**config.mk**
```make
export PLATFORM = sky130hd
export DESIGN_NAME = lutram_fifo16
export DESIGN_NICKNAME = d
export VERILOG_FILES = /design/src/rtl/lutram_fifo16_pkg.sv /design/src/rtl/lutram_fifo16_lutram_16xw.sv /design/src/rtl/lutram_fifo16.sv
export SDC_FILE = /design/constraint.sdc
export NUM_CORES = 1
export LEC_CHECK = 0
export ABC_AREA = 0
export CORE_UTILIZATION = 30
export DETAILED_ROUTE_END_ITERATION = 7
export HOLD_SLACK_MARGIN = 0.05
export SYNTH_ARGS = -nofsm -noshare
export SYNTH_HDL_FRONTEND = slang
export SYNTH_SLANG_ARGS = --single-unit
```
**constraint.sdc**
```tcl
create_clock -name CLK -period 5.4 [get_ports CLK]
set_input_delay 1.62 -clock CLK [delete_from_list [all_inputs] [get_ports CLK]]
set_output_delay 1.62 -clock CLK [all_outputs]
set_load 0.05 [all_outputs]
```
**src/rtl/lutram_fifo16_pkg.sv**
```systemverilog
// Shared sizing constants and pointer/count types for the 16-entry LUT-RAM FIFO.
package lutram_fifo16_pkg;

  localparam int LFIFO_DEPTH = 16;
  localparam int LFIFO_AW    = 4;
  localparam int LFIFO_CW    = 5;

  typedef logic [LFIFO_AW-1:0] lfifo_ptr_t;
  typedef logic [LFIFO_CW-1:0] lfifo_cnt_t;

endpackage

```
**src/rtl/lutram_fifo16_lutram_16xw.sv**
```systemverilog
// WIDTH x 16 distributed storage: synchronous write port, asynchronous read port.
// Contents are intentionally not reset.
module lutram_16xw
  import lutram_fifo16_pkg::*;
#(
  parameter int WIDTH = 8
) (
  input  logic             CLK,
  input  logic             WE,
  input  lfifo_ptr_t       WADDR,
  input  logic [WIDTH-1:0] WDATA,
  input  lfifo_ptr_t       RADDR,
  output logic [WIDTH-1:0] RDATA
);

  logic [WIDTH-1:0] mem_q [LFIFO_DEPTH];

  always_ff @(posedge CLK) begin
    if (WE) begin
      mem_q[WADDR] <= WDATA;
    end
  end

  assign RDATA = mem_q[RADDR];

endmodule

```
**src/rtl/lutram_fifo16.sv**
```systemverilog
// 16-entry first-word-fall-through FIFO over LUT-RAM storage.
// Optional sticky OVERFLOW/UNDERFLOW outputs when LUTRAM_FIFO16_ERR_FLAGS_EN is defined.
module lutram_fifo16
  import lutram_fifo16_pkg::*;
#(
  parameter int WIDTH = 8
) (
  input  logic             CLK,
  input  logic             RESET,
  input  logic             WR_EN,
  input  logic [WIDTH-1:0] WR_DATA,
  output logic             FULL,
  input  logic             RD_EN,
  output logic [WIDTH-1:0] RD_DATA,
  output logic             EMPTY,
  output logic [LFIFO_CW-1:0] COUNT
`ifdef LUTRAM_FIFO16_ERR_FLAGS_EN
  ,
  output logic             OVERFLOW,
  output logic             UNDERFLOW
`endif
);

  lfifo_ptr_t wr_ptr_q, wr_ptr_d;
  lfifo_ptr_t rd_ptr_q, rd_ptr_d;
  lfifo_cnt_t count_q, count_d;
  logic       empty_q, empty_d;
  logic       full_q, full_d;
  logic       wr_acc, rd_acc;

  // Flags are judged on the registered state, so a read on an empty FIFO is
  // rejected even if a write lands on the same edge (no write-through).
  always_comb begin
    wr_acc   = WR_EN & ~full_q;
    rd_acc   = RD_EN & ~empty_q;
    wr_ptr_d = wr_ptr_q + LFIFO_AW'(wr_acc);
    rd_ptr_d = rd_ptr_q + LFIFO_AW'(rd_acc);
    count_d  = count_q;
    case ({wr_acc, rd_acc})
      2'b10:   count_d = count_q + LFIFO_CW'(1);
      2'b01:   count_d = count_q - LFIFO_CW'(1);
      default: count_d = count_q;
    endcase
    empty_d = (count_d == '0);
    full_d  = (count_d == LFIFO_CW'(LFIFO_DEPTH));
  end

  always_ff @(posedge CLK or posedge RESET) begin
    if (RESET) begin
      wr_ptr_q <= '0;
      rd_ptr_q <= '0;
      count_q  <= '0;
      empty_q  <= 1'b1;
      full_q   <= 1'b0;
    end else begin
      wr_ptr_q <= wr_ptr_d;
      rd_ptr_q <= rd_ptr_d;
      count_q  <= count_d;
      empty_q  <= empty_d;
      full_q   <= full_d;
    end
  end

  lutram_16xw #(.WIDTH(WIDTH)) u_mem (
    .CLK   (CLK),
    .WE    (wr_acc),
    .WADDR (wr_ptr_q),
    .WDATA (WR_DATA),
    .RADDR (rd_ptr_q),
    .RDATA (RD_DATA)
  );

  assign FULL  = full_q;
  assign EMPTY = empty_q;
  assign COUNT = count_q;

`ifdef LUTRAM_FIFO16_ERR_FLAGS_EN
  logic overflow_q, overflow_d;
  logic underflow_q, underflow_d;

  always_comb begin
    overflow_d  = overflow_q  | (WR_EN & full_q);
    underflow_d = underflow_q | (RD_EN & empty_q);
  end

  always_ff @(posedge CLK or posedge RESET) begin
    if (RESET) begin
      overflow_q  <= 1'b0;
      underflow_q <= 1'b0;
    end else begin
      overflow_q  <= overflow_d;
      underflow_q <= underflow_d;
    end
  end

  assign OVERFLOW  = overflow_q;
  assign UNDERFLOW = underflow_q;
`endif

endmodule

```
==> results by group, run 1 <==
Status
  – Status: finished clean

Logic synthesis
  – Most used DFF post-synth: edfxtp_1
  – Top cells by area, synth: edfxtp_1, mux4_2, dfrtp_1
  – Post-synthesis cell count: 279
  – Syn avg cell area: 20.53 sq um
  – Synth area leader: edfxtp_1
  – #FFs+latches synth: 143
  – Library cells used by synthesis: 40
  – Mapped cell area: 0.005727 sq mm
  – Yosys top cell area share: 0.6712
  – Post-synth EDFFs: 128
  – Ys Warns: 0
  – Synth async-reset ratio: 0.1049
  – Seq/Total Area, Yosys: 0.7369
  – Syn nets: 296

CTS
  – Clk slew on worst S/H paths: 0.06 ns
  – CTS buffer count: 17
  – CTS Sinks: 143
  – CTS tree: built
  – Post-CTS Hold Fix Bufs: 0
  – Clock Path Buffers: 2
  – CTS resizes: 0
  – Root Buffer: clkbuf_16
  – Max H-tree Level: 4
  – Postcts setup bufs: 0
  – Worst skew pair latency: 0.42 ns

Die
  – Die height: 140.2 um
  – Die Area: 0.01965 sq mm
  – Initial core utilization: 0.3062
  – Num ports: 27
  – Die Wd: 140.2 um
  – Core area: 0.01871 sq mm
  – Rows: 50

Timing
  – Final period utilization: 0.8665
  – Post-layout min period: 4.679 ns
  – Slew @ Worst Pin: 1.057 ns
  – Post-Route Setup TNS: 0 ns
  – Setup-violating endpoint count in the final report: 0
  – Slew headroom: 0.2925
  – Unrepaired setup endpoints after global routing: false
  – Clock Skew: 0.006748 ns
  – Final Max Tran Viols: 0
  – Hold Fails Final Rpt: 0
  – Max Clk Rate: 0.2137 GHz

Critical path
  – Worst EP required: 3.78 ns
  – Crit. End Element: output port
  – Critical path class: reg -> out
  – Worst Path Max Fanout: 18
  – Critical path arrival: 3.06 ns
  – Critical path startpoint category: flop
  – Reg2Reg Setup Slack: 2.54 ns

Finish
  – Most common cell after layout, fill and taps aside: edfxtp_1
  – Commonest cells after routing, fill and taps aside: edfxtp_1, mux4_2, clkdlybuf4s50_1, clkbuf_16, nor2_1
  – Ant. Diodes: 0
  – Layout area overhead: 20.89%
  – Final Non-Filler Cells: 570
  – Layout cells sized above 1: 0.2798
  – Nets@finish: 340

Pwr
  – Pwr/cell area: 596.3 mW/mm^2
  – Switching portion of total power: 0.3418
  – P_int: 2.717 mW
  – Clk pwr share: 0.289
  – Maximum VDD drop: 0.3608 mV
  – Sequential share of power: 0.366
  – Comb pwr share: 0.345
  – Switching Power: 1.411 mW
  – Pleak: 2.259 nW

Detailed routing
  – Via Count: 2802
  – Post-DRT Antenna Nets: 0
  – DR vias/cell: 4.916
  – Drt total wl: 11.91 mm
  – Routed wire per std cell: 20.89 um
  – Number of remaining DRC errors: 0
  – Initial DRC count: 217
  – DR pass1 iterations: 4

GRT
  – Largest net degree at the start of global routing: 35
  – Vias in the first global route: 2976
  – First-pass GRT wire length: 18.34 mm
  – Antenna violations before repair: 0
  – GRT Util Overall: 0.1320
  – Gr ovfl total: 0

Place
  – RD Place Congestion: 0.8511
  – Inst Count DP: 538
  – IO Port Bufs: 26
  – Post-detail-place hpwl: 7.340 mm

Hold path
  – Hold Crit Class: reg -> reg

Run
  – Max-cap viol count: 0
[area by class of cell]
cell class / instances / area (sq um)
Tap cell: 234 / 292.8
Multi-Input combinational cell: 117 / 1424
Inverter: 5 / 18.77
Clock buffer: 17 / 425.4
Timing Repair Buffer: 39 / 357.8
Clock inverter: 15 / 182.7
Sequential cell: 143 / 4222
Fill cell: 1685 / 11780
[flip-flops by register name, indices dropped and copies added, names as in the netlist]
name	flops
u_mem.mem_q	128
COUNT	5
rd_ptr_q	4
wr_ptr_q	4
EMPTY	1
FULL	1
[stage by stage]
stage | worst slack (ns) | cell area (sq um) | hold WS (ns) | total power [mW] | util
floorplan | 1.647 | 5727 | 0.4765 | 2.526 | -
global placement | 1.116 | 6315 | 0.5007 | 2.949 | 0.3376
detailed placement | 1.026 | 6315 | 0.4939 | 2.976 | 0.3376
CTS | 0.6488 | 6923 | 0.5100 | 4.178 | 0.3701
global route | 0.6054 | 6923 | 0.5426 | 4.310 | 0.3701
finish | 0.7209 | 6923 | 0.5271 | 4.128 | 0.3701
[power groups by stage]
stage	clock network [mW]	logic [mW]	registers (mW)
after CTS	1.22	1.45	1.51
final	1.19	1.42	1.51
after global placement	0	1.42	1.53
after floorplan	0	0.997	1.53
after detailed placement	0	1.44	1.53
after global routing	1.27	1.51	1.53
[routing by layer]
| metal | share of wire | track usage | wire, um |
|---|---|---|---|
| met1 | 0.46 | 0.1756 | 5419 |
| met2 | 0.48 | 0.2034 | 5757 |
| met3 | 0.053 | 0.04000 | 636 |
| met4 | 0.0078 | 0.04974 | 93 |
| met5 | 0 | 0 | 0 |
[worst max-delay path, cell delays in order, from the launching register on]
cell and delay (ns):
dfrtp_2 0.45, buf_4 0.39, mux4_2 0.56, mux4_2 0.52
clkdlybuf4s50_1 0.72
[synth_stat cells (2+ instances only)]
| library cell | count |
|---|---|
| ha_1 | 5 |
| nand2b_1 | 3 |
| nand3_1 | 3 |
| xor2_1 | 3 |
| and3_1 | 2 |
| a21oi_1 | 2 |
| nor2_1 | 14 |
| nor3_1 | 6 |
| o21ai_0 | 3 |
| nor3b_1 | 2 |
| buf_2 | 3 |
| clkbuf_1 | 10 |
| dfrtp_1 | 14 |
| a31oi_1 | 2 |
| nand2_1 | 6 |
| inv_1 | 4 |
| xnor2_1 | 5 |
| nand4_1 | 2 |
| mux4_2 | 40 |
| edfxtp_1 | 128 |
| or2_2 | 2 |
| or3_1 | 2 |
[cells by family (layout without fill, tap and decap cells)]
group                    count (synthesis)  count (layout)  share of synthesized area
adder cells (fa/ha/maj)                  5               5                    0.01092
XOR/XNOR                                 8               8                    0.01224
AO/OA/AOI/OAI                           13              13                    0.01660
AND/OR/NAND/NOR                         49              49                    0.04785
flip-flops                             143             143                     0.7369
multiplexers                            42              42                     0.1610
buffers and inverters                   19              76                    0.01442
[path summary, 6_finish.rpt]
| path | start | end | depth (start not counted) |
|---|---|---|---|
| setup / recovery | rd_ptr_q[0]$_DFF_PP0_ | RD_DATA[6] | 4 |
| hold / removal | COUNT[4]$_DFF_PP0_ | COUNT[4]$_DFF_PP0_ | 1 |
| setup reg to reg | EMPTY$_DFF_PP1_ | EMPTY$_DFF_PP1_ | 10 |
| hold reg to reg | COUNT[4]$_DFF_PP0_ | COUNT[4]$_DFF_PP0_ | 1 |
| max in group asynchronous | RESET | rd_ptr_q[0]$_DFF_PP0_ | 2 |
| min in group asynchronous | RESET | COUNT[0]$_DFF_PP0_ | 2 |
Note: power is estimated with default switching activity, not from simulation.
==> run 2: changes to the inputs <==
--- a/config.mk
+++ b/config.mk
@@ -8,5 +8,7 @@
 export ABC_AREA = 0
-export CORE_UTILIZATION = 30
+export CORE_MARGIN = 4
+export CORE_UTILIZATION = 55
 export DETAILED_ROUTE_END_ITERATION = 7
 export HOLD_SLACK_MARGIN = 0.05
+export PLACE_DENSITY = 0.74
 export SYNTH_ARGS = -nofsm -noshare
--- a/constraint.sdc
+++ b/constraint.sdc
@@ -3,2 +3,2 @@
 set_output_delay 1.62 -clock CLK [all_outputs]
-set_load 0.05 [all_outputs]
+set_load 0.01 [all_outputs]
==> results by group, run 2 (same netlist as run 1, synthesis figures left out) <==
Critical path
  – Critical path arrival: 3.09 ns (+0.03 ns)
  – Worst EP required: 3.78 ns (about the same)
  – Critical path startpoint category: flop
  – Reg2Reg Setup Slack: 2.59 ns (+0.05 ns)
  – Reg2Reg Capture Point: FULL$_DFF_PP0_
  – Crit. End Element: output port
  – R2R Path Start: EMPTY$_DFF_PP1_
  – R2R depth: 10 (unchanged)
  – Critical path class: reg -> out
  – Worst Path Max Fanout: 18 (unchanged)

GRT
  – Vias in the first global route: 2953 (-0.77%)
  – Gr ovfl total: 0 (unchanged)
  – Largest net degree at the start of global routing: 35 (unchanged)
  – First-pass GRT wire length: 17.15 mm (-6.5%)
  – Antenna violations before repair: 0 (unchanged)
  – GRT Util Overall: 0.2054 (+0.07346)

Timing
  – Post-Route Setup TNS: 0 ns (unchanged)
  – Post-layout min period: 4.714 ns (+0.03527 ns)
  – Final worst slack: 0.6856 ns (-0.03527 ns)
  – Slew headroom: 0.2774 (-0.01508)
  – Unrepaired setup endpoints after global routing: false
  – Max Clk Rate: 0.2121 GHz (-0.75%)
  – Final Max Tran Viols: 0 (unchanged)
  – Slew @ Worst Pin: 1.080 ns (+0.02253 ns)
  – Clock Skew: 0.007616 ns (+0.0008679 ns)
  – Setup-violating endpoint count in the final report: 0 (unchanged)
  – Final period utilization: 0.8730 (+0.006532)
  – Hold Fails Final Rpt: 0 (unchanged)

Finish
  – Layout cells sized above 1: 0.2643 (-0.01550)
  – Layout area overhead: 17.19%
  – Fin area: 0.006711 sq mm (-3.1%)
  – Ant. Diodes: 0 (unchanged)
  – Most flop-heavy register: u_mem.mem_q
  – Final Non-Filler Cells: 466 (-18%)
  – Commonest cells after routing, fill and taps aside: edfxtp_1, mux4_2, clkdlybuf4s50_1, clkbuf_16, nor2_1
  – Most common cell after layout, fill and taps aside: edfxtp_1
  – Max reg flops: 128 (unchanged)
  – Nets@finish: 337 (-0.88%)

Pwr
  – Maximum VDD drop: 0.3513 mV (-2.6%)
  – Pleak: 2.216 nW (-1.9%)
  – Pwr/cell area: 550.0 mW/mm^2 (-7.8%)

Die
  – Die Area: 0.01211 sq mm (-38%)
  – Die height: 110.0 um (-21%)
  – Num ports: 27 (unchanged)
  – Core area: 0.009955 sq mm (-47%)
  – Initial core utilization: 0.5753 (+0.2691)
  – Rows: 36 (-28%)
  – Die Wd: 110.0 um (-21%)

Place
  – Post-detail-place hpwl: 6.764 mm (-7.8%)
  – IO Port Bufs: 26 (unchanged)
  – DP Area: 0.006166 sq mm (-2.4%)
  – RD Place Congestion: 0.7512 (-12%)
  – Inst Count DP: 434 (-19%)
  – Dpl ws: 1.029 ns (+0.003270 ns)

Detailed routing
  – Initial DRC count: 265 (+22%)
  – Via Count: 2829 (+0.96%)
  – DR pass1 iterations: 5 (+1)
  – Number of remaining DRC errors: 0 (unchanged)
  – Drt total wl: 11.25 mm (-5.5%)
  – Routed wire per std cell: 24.14 um (+16%)
  – Post-DRT Antenna Nets: 0 (unchanged)
  – DR vias/cell: 6.071 (+23%)

CTS
  – Max H-tree Level: 4 (unchanged)
  – Postcts setup bufs: 0 (unchanged)
  – Root Buffer: clkbuf_8
  – Clk slew on worst S/H paths: 0.06 ns (about the same)
  – Worst skew pair latency: 0.50 ns (+0.08 ns)
  – Clock Path Buffers: 2 (unchanged)
  – CTS Sinks: 143 (unchanged)
  – CTS tree: built
  – CTS buffer count: 17 (unchanged)
  – Post-CTS Hold Fix Bufs: 0 (unchanged)
  – CTS resizes: 0 (unchanged)

Hold path
  – Worst Min Path Start: COUNT[4]$_DFF_PP0_
  – Hold Path Depth: 1 (unchanged)
  – Worst hold endpoint: COUNT[4]$_DFF_PP0_
  – Hold Crit Class: reg -> reg

Run
  – Max-cap viol count: 0 (unchanged)

Status
  – Status: finished clean
-- run 2: per-layer routing --
metal  track usage  up-vias  wire [um]
met5             0        -          0
met2        0.3423      110       6000
met1        0.2752     1475       4464
met3       0.04543        8        681
met4       0.06055        0        104
li1              -     1236          -
-- run 2: area by class of cell --
type	count	area, sq um
flip-flops and latches	143	4222
fillers	619	3243
multi-input cells	117	1424
clock buffers	20	425.4
repair buffers	36	335.3
well taps	133	166.4
clock inverters	12	120.1
inverters	5	18.77
-- run 2: through the flow --
step | hold WS, ns | utilization | total power, mW
after detailed placement | 0.5121 | 0.6194 | 2.658
after global placement | 0.5044 | 0.6194 | 2.624
after floorplan | 0.4765 | - | 2.244
final | 0.5104 | 0.6742 | 3.691
after global routing | 0.5360 | 0.6742 | 3.868
after CTS | 0.5210 | 0.6742 | 3.721
-- run 2: worst max-delay path, stage by stage, from the launching register on --
cell,delay (ns)
dfrtp_2,0.74
buf_4,0.34
mux4_2,0.52
mux4_2,0.48
clkdlybuf4s50_1,0.50
-- run 2: power by group --
group | internal (mW) | total [mW] | switching, mW
clock | 0.651 | 1.07 | 0.417
sequential | 1.37 | 1.54 | 0.171
combinational | 0.609 | 1.08 | 0.471
-- run 2: worst max-delay path by stage --
stage	from	endpoint
global route	rd_ptr_q[0]$_DFF_PP0_	RD_DATA[4]
floorplan	WR_EN	FULL$_DFF_PP0_
detailed placement	WR_EN	FULL$_DFF_PP0_
finish	rd_ptr_q[0]$_DFF_PP0_	RD_DATA[4]
global placement	WR_EN	FULL$_DFF_PP0_
CTS	rd_ptr_q[0]$_DFF_PP0_	RD_DATA[4]
